**src/rtl/bin2bcd_seq.sv**
```systemverilog
// Sequential binary-to-BCD converter (double dabble), one operand bit per clock.
// bcd_out/overflow are registered and only update on the edge that raises done.
//
// state | meaning
// IDLE  | waiting for start; captures bin_in when start is high
// SHIFT | one add-3/shift iteration per clock, BIN_W iterations
// DONE  | one-cycle result pulse; start here begins the next conversion
module bin2bcd_seq #(
    parameter int BIN_W  = 8,
    parameter int DIGITS = 3
) (
    input  logic                  clk,
    input  logic                  rst,
    input  logic                  start,
    input  logic [BIN_W-1:0]      bin_in,
    output logic                  busy,
    output logic                  done,
    output logic [4*DIGITS-1:0]   bcd_out,
    output logic                  overflow
);

    localparam int CNT_W = $clog2(BIN_W + 1);

    typedef enum logic [1:0] {IDLE, SHIFT, DONE} state_t;

    state_t               state;
    logic [BIN_W-1:0]     bin_sr;
    logic [4*DIGITS-1:0]  bcd_wr;
    logic [4*DIGITS-1:0]  bcd_adj;
    logic [4*DIGITS-1:0]  bcd_next;
    logic [CNT_W-1:0]     cnt;
    logic                 ovf_acc;
    logic                 shift_out;
    logic                 last_iter;

    for (genvar g = 0; g < DIGITS; g++) begin : g_digit
        assign bcd_adj[4*g +: 4] = (bcd_wr[4*g +: 4] >= 4'd5) ? bcd_wr[4*g +: 4] + 4'd3
                                                               : bcd_wr[4*g +: 4];
    end

    // The bit leaving the top digit carries weight 10^DIGITS, so dropping it
    // leaves the low DIGITS decimal digits intact.
    assign shift_out = bcd_adj[4*DIGITS-1];
    assign bcd_next  = {bcd_adj[4*DIGITS-2:0], bin_sr[BIN_W-1]};
    assign last_iter = (cnt == CNT_W'(BIN_W - 1));

    always_ff @(posedge clk or negedge rst) begin
        if (!rst) begin
            state    <= IDLE;
            bin_sr   <= '0;
            bcd_wr   <= '0;
            cnt      <= '0;
            ovf_acc  <= 1'b0;
            busy     <= 1'b0;
            done     <= 1'b0;
            bcd_out  <= '0;
            overflow <= 1'b0;
        end else begin
            done <= 1'b0;
            case (state)
                IDLE, DONE: begin
                    if (start) begin
                        bin_sr  <= bin_in;
                        bcd_wr  <= '0;
                        cnt     <= '0;
                        ovf_acc <= 1'b0;
                        busy    <= 1'b1;
                        state   <= SHIFT;
                    end else begin
                        busy  <= 1'b0;
                        state <= IDLE;
                    end
                end
                SHIFT: begin
                    bcd_wr  <= bcd_next;
                    bin_sr  <= {bin_sr[BIN_W-2:0], 1'b0};
                    cnt     <= cnt + CNT_W'(1);
                    ovf_acc <= ovf_acc | shift_out;
                    if (last_iter) begin
                        bcd_out  <= bcd_next;
                        overflow <= ovf_acc | shift_out;
                        done     <= 1'b1;
                        busy     <= 1'b0;
                        state    <= DONE;
                    end
                end
                default: begin
                    busy  <= 1'b0;
                    state <= IDLE;
                end
            endcase
        end
    end

endmodule
```
**config.mk**
```make
export PLATFORM = sky130hd
export DESIGN_NAME = bin2bcd_seq
export DESIGN_NICKNAME = d
export VERILOG_FILES = /design/src/rtl/bin2bcd_seq.sv
export SDC_FILE = /design/constraint.sdc
export NUM_CORES = 1
export LEC_CHECK = 0
export ABC_AREA = 1
export CORE_MARGIN = 1.5
export CORE_UTILIZATION = 50
export DETAILED_ROUTE_END_ITERATION = 12
export GPL_TIMING_DRIVEN = 0
export PLACE_DENSITY = 0.85
export SLEW_MARGIN = 20
export SYNTH_ARGS = -nofsm -noshare
export SYNTH_HDL_FRONTEND = slang
export SYNTH_SLANG_ARGS = --single-unit
```
**constraint.sdc**
```tcl
create_clock -name clk -period 1.79 [get_ports clk]
set_clock_uncertainty 0.15 [all_clocks]
set_input_delay 0.358 -clock clk [delete_from_list [all_inputs] [get_ports clk]]
set_output_delay 0.358 -clock clk [all_outputs]
set_load 0.005 [all_outputs]
```
==> results.cfg <==
[power_and_ir_drop]
total_power_w = 0.00441
p_clk_share_pct = 14.5
p_int_w = 0.00259
p_seq_share_pct = 37.6
p_sw_share_pct = 41.2
max-vdd-ir-drop_uv = 911
p_comb_share_pct = 47.8
p_sw_w = 0.00181
power_density_nw_per_um2 = 1830
leakagePower_nw = 1.21

[critical_path]
cp_cell_sequence = clkdlybuf4s50_1
crit_path_end_kind = output pin
slowest_delay_ps = 510
crit_type = reg -> out
cp_num_buf_inv = 1
slowest_stage = clkdlybuf4s50_1
path_delay_family = buffers and inverters
crit_fanout = 2
critPathRequiredTime_ps = 1280
cp.arrival_ps = 1190
startpoint_type = register

[synthesis]
yosysMostFrequentCell = nand2_1
synth-edff-count = 0
synth_nets = 249
syn_avg_cell_area_um2 = 8.53
synth_area_um2 = 1970
synthArstFlopShare_pct = 100
synth_cells = 231
synth_area_leader_cell = dfrtp_1
ys_ff_latch = 42
synth_top_area_share_pct = 53.4
ys_top_cells_by_count = nand2_1 (74), dfrtp_1 (42), nand3_1 (29)
synth_area_leaders = dfrtp_1 (53%), nand2_1 (14%), nand3_1 (7.4%), inv_1 (5.0%), ha_1 (4.4%)
yosysWarnings = 0
ys_seq_area_share_pct = 53.4
ys_types = 23
ys.flop_type = dfrtp_1

[layout]
fill_cells = 326
antenna_cells = 0
drive_above_1_share_pct = 8.65
areaGrowthSynthToFinish_pct = 22.2
fin_cells = 314
nets = 283

[floorplanning]
dieArea_um2 = 4320
core_um2 = 3720
ios = 26
die_w_um = 65.8
dieHeight_um = 65.8
num_rows = 22
start_util_pct = 53.0

[placed_design]
gp_congestion = 0.797
dp_cells = 305
io_buffers = 25
hpwl_um = 2700

[sta]
slew_headroom_pct = 67.8
max_freq_mhz = 589
rsz0062_at_grt = false
fin_crit_sh_pct = 94.8
finalHoldViolCount = 0
slew_violations = 0
period_minus_slack_ps = 1700
worst_slew_pin_slew_ps = 484
setup_violations = 0

[outcome]
status = finished clean

[job]
drv_cap = 0

[global_routing]
grt_max_degree = 25
grt_pass1_wl_um = 6780
grt_pass1_vias = 1596
antenna_found_initial = 0
grt_overflow = 0
grtUsageTotal_pct = 20.5

[drt]
drc_errors = 0
viasPerCell = 5.29
via_count = 1661
ant_nets = 0
wl_um = 3780
drtIter0Drc = 83
firstDrtPassIters = 4
wl_per_cell_um = 12.0

[clock_network]
cts_setup_buffers = 0
path_clk_slew_ps = 80
htreeDepth = 2
clock_sinks = 42
tritoncts = built
clockBufferDepth = 2
clk_root_buffer_cell = clkbuf_8
cts_buffers = 5
clk_latency_ps = 300
cts-resized-gates = 0

[worst_hold_path]
min-delay-path-class = reg -> reg
==> path summary, 6_finish.rpt <==
| path | startpoint | endpoint | slack (ps) | cells past startpoint |
|---|---|---|---|---|
| setup / recovery | bcd_out[3] | bcd_out[3] | 90 | 1 |
| setup reg to reg | bcd_wr[0] | bcd_out[2] | 260 | 7 |
| max in group asynchronous | rst | cnt[2] | 620 | 3 |
| hold reg to reg | bcd_out[5] | bcd_out[5] | 330 | 2 |
| hold / removal | bcd_out[5] | bcd_out[5] | 330 | 2 |
| min in group asynchronous | rst | bcd_out[10] | 400 | 2 |
==> final cells by class <==
class	instances	area, um^2	share of cell area [%]
inverters	30	113	4.68
clock buffers	6	82.6	3.43
flip-flops and latches	42	1050	43.7
multi-input cells	154	773	32.1
repair buffers	27	283	11.7
clock inverters	2	12.5	0.520
well taps	48	60.1	2.49
plain buffers	5	32.5	1.35
==> power groups by stage <==
| stage | Sequential, W | Clock [W] | Combinational [W] |
|---|---|---|---|
| 6_report | 0.00166 | 0.000640 | 0.00211 |
| 5_1_grt | 0.00172 | 0.000692 | 0.00246 |
| 4_1_cts | 0.00166 | 0.000659 | 0.00212 |
| 3_5_place_dp | 0.00168 | 0 | 0.00211 |
| 3_3_place_gp | 0.00166 | 0 | 0.00202 |
| 2_1_floorplan | 0.00164 | 0 | 0.00142 |
==> cell usage in the layout (no fill, tap or decap), drive strengths merged <==
| master | count |
|---|---|
| a21oi | 5 |
| a22o | 1 |
| buf | 6 |
| clkbuf | 7 |
| clkdlybuf4s50 | 24 |
| clkinv | 2 |
| clkinvlp | 1 |
| dfrtp | 42 |
| dlygate4sd3 | 1 |
| ha | 7 |
| inv | 29 |
| nand2 | 77 |
| nand3 | 29 |
| nor2 | 10 |
| o21a | 1 |
| o21ai | 13 |
| o221ai | 7 |
| o22ai | 4 |
==> per-stage QoR <==
step	hold WS, ps	TNS, ps	instance area [um^2]	util [%]	setup WS, ps
CTS	337	0	2410	64.8	79.4
global route	357	0	2410	64.8	72.6
floorplan	-87.6	0	1970	-	449
detailed placement	194	0	2300	62.0	19.2
global placement	312	-34920	2280	61.3	-832
finish	334	0	2410	64.8	93.4
==> metal layers <==
metal	vias up	track usage, %	wire [um]
li1	821	-	-
met1	796	25.1	1670
met2	41	34.5	1840
met3	3	5.31	235
met4	0	8.07	27
met5	-	0	0
==> timing repair <==
item	CTS	global route
hold buffers	1	0
endpoints found under the setup margin	0	0
endpoints found under the hold margin	18	0
==> tightest hold or removal path, stage by stage, from the launching register on <==
cell     delay (ps)
dfrtp_1         350
nand2_1          50
nand2_1          50
==> sequential cells by signal, indices dropped and copies added, names as in the netlist, 2 cells and up <==
name	cells
bcd_out	12
bcd_wr	12
bin_sr	8
cnt	4
state	2
==> cells by family after synthesis <==
kind of cell | Yosys count | synth area share [%]
AOI/OAI and AO/OA | 31 | 9.97
DFF | 42 | 53.4
buffers and inverters | 35 | 7.37
adders and majority gates | 7 | 4.45
and+or+nand+nor | 116 | 24.8
No activity file was read; power rests on OpenSTA's default activity.
